File: config.mk
export PLATFORM = sky130hd
export DESIGN_NAME = rand_arbiter
export DESIGN_NICKNAME = d
export VERILOG_FILES = /design/src/rtl/rand_arbiter.sv
export SDC_FILE = /design/constraint.sdc
export NUM_CORES = 1
export LEC_CHECK = 0
export BUFFER_PORTS_ARGS = -buffer_cell sky130_fd_sc_hd__buf_2
export CORE_UTILIZATION = 35
export DETAILED_ROUTE_END_ITERATION = 6
export GPL_ROUTABILITY_DRIVEN = 0
export REMOVE_ABC_BUFFERS = 1
export SLEW_MARGIN = 40
export SYNTH_ARGS = -nofsm -noshare
export SYNTH_HDL_FRONTEND = slang
export SYNTH_SLANG_ARGS = --single-unit
File: constraint.sdc
create_clock -name Clock -period 2.65 [get_ports Clock]
set_input_delay 0.265 -clock Clock [delete_from_list [all_inputs] [get_ports Clock]]
set_output_delay 0.265 -clock Clock [all_outputs]
set_load 0.05 [all_outputs]
File: src/rtl/rand_arbiter.sv
// rand_arbiter: shares one free-running 8-bit XNOR LFSR among NREQ requesters.
// Each granted requester receives one LFSR sample reduced modulo SPAN (by
// repeated subtraction) and offset by LO, delivered with a one-cycle ack.
// Build option: define RAND_ARB_FIXED_PRIO_EN for lowest-index-wins selection
// instead of the default round-robin; timing and data are identical in both.
module rand_arbiter #(
   parameter int         NREQ = 4,       // number of requesters, 2..8
   parameter logic [7:0] LO   = 8'd20,   // lowest returned value
   parameter logic [7:0] SPAN = 8'd120   // distinct returned values, LO+SPAN-1 <= 255
) (
   input  logic            Clock,
   input  logic            Reset,
   input  logic [NREQ-1:0] req,
   output logic [NREQ-1:0] ack,
   output logic [7:0]      rand_val,
   output logic            busy
);

   localparam int IDXW = $clog2(NREQ);

   typedef enum logic [1:0] {
      IDLE   = 2'd0,
      REDUCE = 2'd1,
      DONE   = 2'd2
   } state_t;

   state_t          state;
   state_t          state_next;
   logic [7:0]      ps;        // LFSR state, steps every cycle
   logic [7:0]      acc;       // sample being reduced modulo SPAN
   logic [IDXW-1:0] idx;       // latched winner of the current draw
   logic [IDXW-1:0] win;       // combinational winner for this IDLE cycle
   logic            win_vld;
   logic            finish;    // REDUCE cycle that produces the result

   assign finish = (state == REDUCE) && (acc < SPAN);
   assign busy   = (state != IDLE);

   // Free-running LFSR; XNOR feedback keeps all-ones unreachable from reset value 0.
   always_ff @(posedge Clock) begin
      // NOTE: sequential state uses non-blocking assignment so every register
      // samples the pre-edge values of the others, whatever the statement order.
      if (Reset) ps <= 8'h00;
      else       ps <= {ps[6:0], ~(ps[7] ^ ps[5] ^ ps[4] ^ ps[3])};
   end

`ifdef RAND_ARB_FIXED_PRIO_EN

   // Fixed priority: the lowest-index active request wins.
   always_comb begin
      win     = '0;
      win_vld = 1'b0;
      for (int i = NREQ - 1; i >= 0; i--) begin
         if (req[IDXW'(i)]) begin
            win     = IDXW'(i);
            win_vld = 1'b1;
         end
      end
   end

`else

   logic [IDXW-1:0] last;      // most recently served requester

   // Round-robin: scan upward from last+1 with wrap; the smallest offset wins,
   // so offsets are visited high-to-low and the final hit is kept.
   always_comb begin
      win     = '0;
      win_vld = 1'b0;
      for (int i = NREQ; i >= 1; i--) begin
         if (req[IDXW'(wrap_idx(int'(last) + i))]) begin
            win     = IDXW'(wrap_idx(int'(last) + i));
            win_vld = 1'b1;
         end
      end
   end

   // Remember who was served so the next scan starts just above it.
   always_ff @(posedge Clock) begin
      if (Reset)       last <= IDXW'(NREQ - 1);
      else if (finish) last <= idx;
   end

   function automatic int wrap_idx(input int v);
      return (v >= NREQ) ? v - NREQ : v;
   endfunction

`endif

   // FSM state register.
   always_ff @(posedge Clock) begin
      if (Reset) state <= IDLE;
      else       state <= state_next;
   end

   // FSM next-state logic.
   always_comb begin
      // NOTE: assign a default before the case so no path leaves the output
      // unassigned, which would otherwise infer a latch.
      state_next = state;
      case (state)
         IDLE:    if (win_vld) state_next = REDUCE;
         REDUCE:  if (acc < SPAN) state_next = DONE;
         DONE:    state_next = IDLE;
         default: state_next = IDLE;
      endcase
   end

   // Datapath: latch the sample, subtract SPAN until in range, publish result.
   always_ff @(posedge Clock) begin
      if (Reset) begin
         acc      <= 8'h00;
         idx      <= '0;
         ack      <= '0;
         rand_val <= 8'h00;
      end else begin
         ack <= '0;
         case (state)
            IDLE: begin
               if (win_vld) begin
                  idx <= win;
                  acc <= ps;
               end
            end
            REDUCE: begin
               if (acc >= SPAN) begin
                  acc <= acc - SPAN;
               end else begin
                  rand_val <= LO + acc;
                  ack      <= {{(NREQ-1){1'b0}}, 1'b1} << idx;
               end
            end
            default: ;
         endcase
      end
   end

endmodule
### Yosys cells after proc, flatten, opt, wreduce, memory -nomap -nowiden

Cells that the tools add are included.

| storage, ports and cells | value |
|---|---|
| bits in registers | 34 |
| latch bits | 0 |
| memory bits (writable) | 0 |
| ROM bits | 0 |
| input bits | 6 |
| output and inout bits | 13 |
| word-level logic and storage cells | 77 |
| memories kept | 0 |

| cells by class | value |
|---|---|
| $add $sub $neg | 10 |
| multiply operators | 0 |
| divide/modulo/power cells | 0 |
| magnitude comparators | 10 |
| equality and inequality tests | 4 |
| shift-type cells | 1 |
| muxes and demuxes | 30 |
| bitwise gates (word level) | 6 |
| reduce and logical (&&, ||, !) cells | 9 |

Operators with widths:

| operator | count |
|---|---|
| 2-bit two-way mux | 10 |
| 2-bit by 4-bit < comparator with 1-bit output (second input constant) | 4 |
| 8-bit two-way mux | 2 |
| 8-bit one-hot mux with 2 select lines | 1 |
| 1-bit two-way mux | 12 |
| 3-bit greater-or-equal comparator (second input constant) | 3 |
| 5-bit by 8-bit adder with 8-bit output (first input constant) | 1 |
| 1-bit binary-select mux with 2-bit select | 4 |
| 8-bit by 7-bit greater-or-equal comparator with 1-bit output (second input constant) | 1 |
| 8-bit by 7-bit < comparator with 1-bit output (second input constant) | 1 |
| 2-bit by 1-bit subtractor with 2-bit output (second input constant) | 4 |
| 8-bit by 7-bit subtractor with 8-bit output (second input constant) | 1 |
| 2-bit by 2-bit adder with 3-bit output (second input constant) | 2 |
| 2-bit AND reduction | 3 |
| 2-bit by 3-bit adder with 4-bit output (second input constant) | 1 |
| 4-bit by 3-bit greater-or-equal comparator with 1-bit output (second input constant) | 1 |
| 2-bit by 1-bit inequality test with 1-bit output (second input constant) | 2 |
| 2-bit one-hot mux with 2 select lines | 1 |
| 2-bit nonzero test | 2 |
| 1-bit by 2-bit << shifter with 4-bit output (first input constant) | 1 |
| 2-bit by 1-bit adder with 3-bit output (second input constant) | 1 |
| 1-bit inverter | 3 |
| 3-bit AND reduction | 1 |
| 3-bit OR reduction | 1 |
| other kinds (5) | 7 |

### Logic depth before layout (Yosys ltp)

| depth | value |
|---|---|
| depth in word-level cells | 12 |
| gate-level depth with buffers | 7 |
| depth with buffers taken out | 6 |

### Least setup slack after synthesis

No wires, ideal clock.

| timing path | value |
|---|---|
| path kind | reg2reg |
| from | reg acc[2] |
| to | reg rand_val[5] |
| library setup time | 0.128 ns |
| arrival | 1.570 ns |
| data required time | 2.522 ns |
| path slack | 0.953 ns |
| stages on the path, launching flop included | 8 |
| clock period less this slack | 1.697 ns |
| cell sequence | dfxtp_1 -> inv_1 -> ha_1 -> and4bb_4 -> a211oi_4 -> buf_6 -> mux2i_1 -> nor2_1 |

| on the way | value |
|---|---|
| longest elaborated chain between the ends | 3 |

Ends and longest elaborated chain:

| element | RTL line | RTL |
|---|---|---|
| start, declared | 30 | `logic [7:0] acc;` |
| start signal, assigned | 122 | `acc <= ps;` |
| start signal, assigned | 127 | `acc <= acc - SPAN;` |
| 8-bit by 7-bit greater-or-equal comparator with 1-bit output | 126 | `if (acc >= SPAN) begin` |
| 1-bit inverter (no line) | - |  |
| 2-bit AND reduction (no line) | - |  |
| end signal, assigned | 129 | `rand_val <= LO + acc;` |
| end, declared | 15 | `output logic [7:0] rand_val,` |

Several ways; a longest one is shown, not always the timed one.
A chain may end at the register's enable or synchronous reset.

### Final worst setup path

| timing path | value |
|---|---|
| from | reg acc[2] |
| to | reg rand_val[4] |

Same word-level chain as after synthesis.

==> results by group <==
Synth
  – Post-synth top area share: 43.3%
  – Post-synth EDFFs: 0
  – Syn Inst Count: 163
  – Yosys warnings: 0
  – Synthesis-stage register bit count: 34
  – Synthesized area: 1570 um2
  – Cell variety after synth: 42
  – Synth top area cells: dfxtp_1 (43%), mux2i_1 (4.5%), nor2_1 (4.1%)
  – Largest area contributor in the netlist: dfxtp_1
  – Register area share after synthesis: 43.3%
  – Most frequent cell after synthesis: dfxtp_1
  – Mean Syn Cell Area: 9.63 um2
  – Top post-synthesis cells by count: dfxtp_1 (34), nor2_1 (17), a21oi_1 (12)
  – Ys async rst share: 0%
  – Synth Flop Type: dfxtp_1

Routing
  – Post-DRT Antenna Nets: 0
  – Via count: 1,196
  – DRT Wirelength: 3.02 mm
  – Drt first pass iters: 4
  – Avg Vias per Cell: 5.22
  – Starting DRC count in detailed routing: 42
  – DR DRC count: 0
  – WL/cell: 13.2 um

STA
  – Fin Setup TNS: 0 ns
  – Slew Limit Fails: 0
  – Fmax: 0.501 GHz
  – RSZ-0062 raised after global routing: false
  – Hold Fails Final Rpt: 0
  – Max transition margin: 51.2%
  – Setup Viol. Count Final: 0
  – Worst slew pin tran: 0.730 ns
  – Final min period: 1.99 ns
  – Slack of the critical path: 0.655 ns
  – Skew final: 0.00499 ns
  – Hold Slack: 0.371 ns
  – Fin crit share: 75.3%

Setup path
  – Startpoint types: register
  – Required @ worst endpoint: 2.80 ns
  – Critical path peak fanout: 16
  – Reg2reg start: acc[2]
  – CP cell instances: inv_1, ha_1, and4bb_4, a211oi_4, mux2i_1, nor2_1
  – Worst EP arrival: 2.14 ns
  – Critical path class: reg2reg
  – Critical Path Max Stage Delay: 0.66 ns
  – Worst setup EP type: register
  – Start point of the critical path: acc[2]
  – Worst path slowest cell: a211oi_4

Floorplanning
  – Die Wd: 69.0 um
  – Die area: 4760 um2
  – Initial core utilization: 37.9%
  – Die Ht: 69.0 um
  – Core area: 4140 um2
  – FP Rows: 23
  – Top Ports: 19

GRT
  – Global route overflow: 0
  – First-pass GRT wire length: 5.12 mm
  – Largest net degree at the start of global routing: 37
  – Vias in the first global route: 1,090
  – Initial antenna violation count: 0
  – GRT Total Usage: 14.9%

Power
  – Switching share of power: 31.4%
  – Total power: 1.25 mW
  – Logic pwr share: 21.8%
  – Internal: 0.857 mW
  – P_sw: 0.393 mW
  – VDD IR max: 0.266 mV
  – Sequential Power Share: 47.6%
  – Leakage: 0.718 nW
  – Clock share of power: 30.6%
  – Pwr/cell area: 713 nW/um2

Clock tree
  – Clock buffer depth: 2
  – Hold Buf Count CTS: 0
  – Setup bufs post-CTS: 0
  – Reg clk slew, reported paths: 0.06 ns
  – Worst-skew pair later-pin latency: 0.28 ns
  – CTS buffer count: 5
  – H-tree lvl count: 2
  – Post-cts resize count: 0
  – CTS tree: done
  – Clk sinks: 34
  – CTS root buffer: clkbuf_8

Placement
  – Placed Instances: 221
  – IO buf count: 18
  – Pre-CTS WS: 0.639 ns
  – Dpl hpwl: 2.13 mm
  – Placed standard-cell area: 1660 um2

Final layout
  – Share of cells above drive strength 1: 18.4%
  – Finished Layout Cells: 229
  – Layout Cell Area excl Fill: 1750 um2
  – Antenna fix cells: 0
  – Final Util: 42.3%
  – Nets: 188
  – Synth-to-layout area growth: 11.6%

Job
  – Max-Cap Viols: 0

Min path
  – Hold crit path type: in2reg
  – Hold path start: req[0]

Run status
  – Status: completed
power groups by stage:
stage               registers [mW]  clock network [mW]  logic [mW]
finish                       0.594               0.383       0.272
global route                 0.601               0.425       0.299
CTS                          0.594               0.397       0.273
detailed placement           0.605                   0       0.271
global placement             0.602                   0       0.268
floorplan                    0.646                   0       0.160
critical path, delay by kind of cell, from the launching register on:
kind | cells | cell delay (ns)
muxes | 1 | 0.26
buffers and inverters | 1 | 0.07
and+or+nand+nor | 2 | 0.27
DFF | 1 | 0.41
adders and majority gates | 1 | 0.19
AOI/OAI and AO/OA | 1 | 0.66
layer usage:
metal,routed length [um],share of wire (%),GRT usage (%)
met1,1450,48,18.9
met2,1360,45,21.7
met3,168,5.6,6.41
met4,40,1.3,6.38
met5,0,0,0
sequential cells by signal, indices dropped and copies added (netlist names):
| signal | count |
|---|---|
| acc | 8 |
| ack | 4 |
| idx | 2 |
| last | 2 |
| ps | 8 |
| rand_val | 8 |
| state | 2 |
area by class of cell:
class / count / area [um2]
Tap cell: 50 / 62.6
Clock inverter: 1 / 5.00
Sequential cell: 34 / 681
Timing Repair Buffer: 18 / 90.1
Clock buffer: 7 / 86.3
Multi-Input combinational cell: 111 / 798
Fill cell: 414 / 2390
Inverter: 8 / 30.0
cells by family (layout without fill, tap and decap cells):
kind of cell | after synthesis | in the layout | synth area share [%]
adder cells (fa/ha/maj) | 4 | 4 | 3.19
buffers and inverters | 18 | 34 | 5.82
AND/OR/NAND/NOR | 54 | 54 | 18.8
XOR/XNOR | 7 | 7 | 3.90
flip-flops | 34 | 34 | 43.3
multiplexers | 7 | 7 | 4.46
AO/OA/AOI/OAI | 39 | 39 | 20.5
cell usage in the layout (no fill, tap or decap), types with 4 or more instances in the layout:
cell type	Yosys	routed
a211o_1	4	4
a211oi_2	5	5
a21oi_1	12	12
buf_2	1	18
clkbuf_8	0	6
dfxtp_1	34	34
ha_1	4	4
inv_1	8	8
mux2i_1	7	7
nand2_1	7	7
nand2b_1	4	4
nand3_1	4	4
nor2_1	17	17
nor2b_1	9	9
xnor2_1	6	6
path summary, 6_finish.rpt:
check	cells past startpoint	end	slack [ns]
min reg2reg	1	ps[1]	0.47
min	3	idx[0]	0.37
max	6	rand_val[4]	0.66
max reg2reg	6	rand_val[4]	0.66
(Power assumes the default switching activity.)
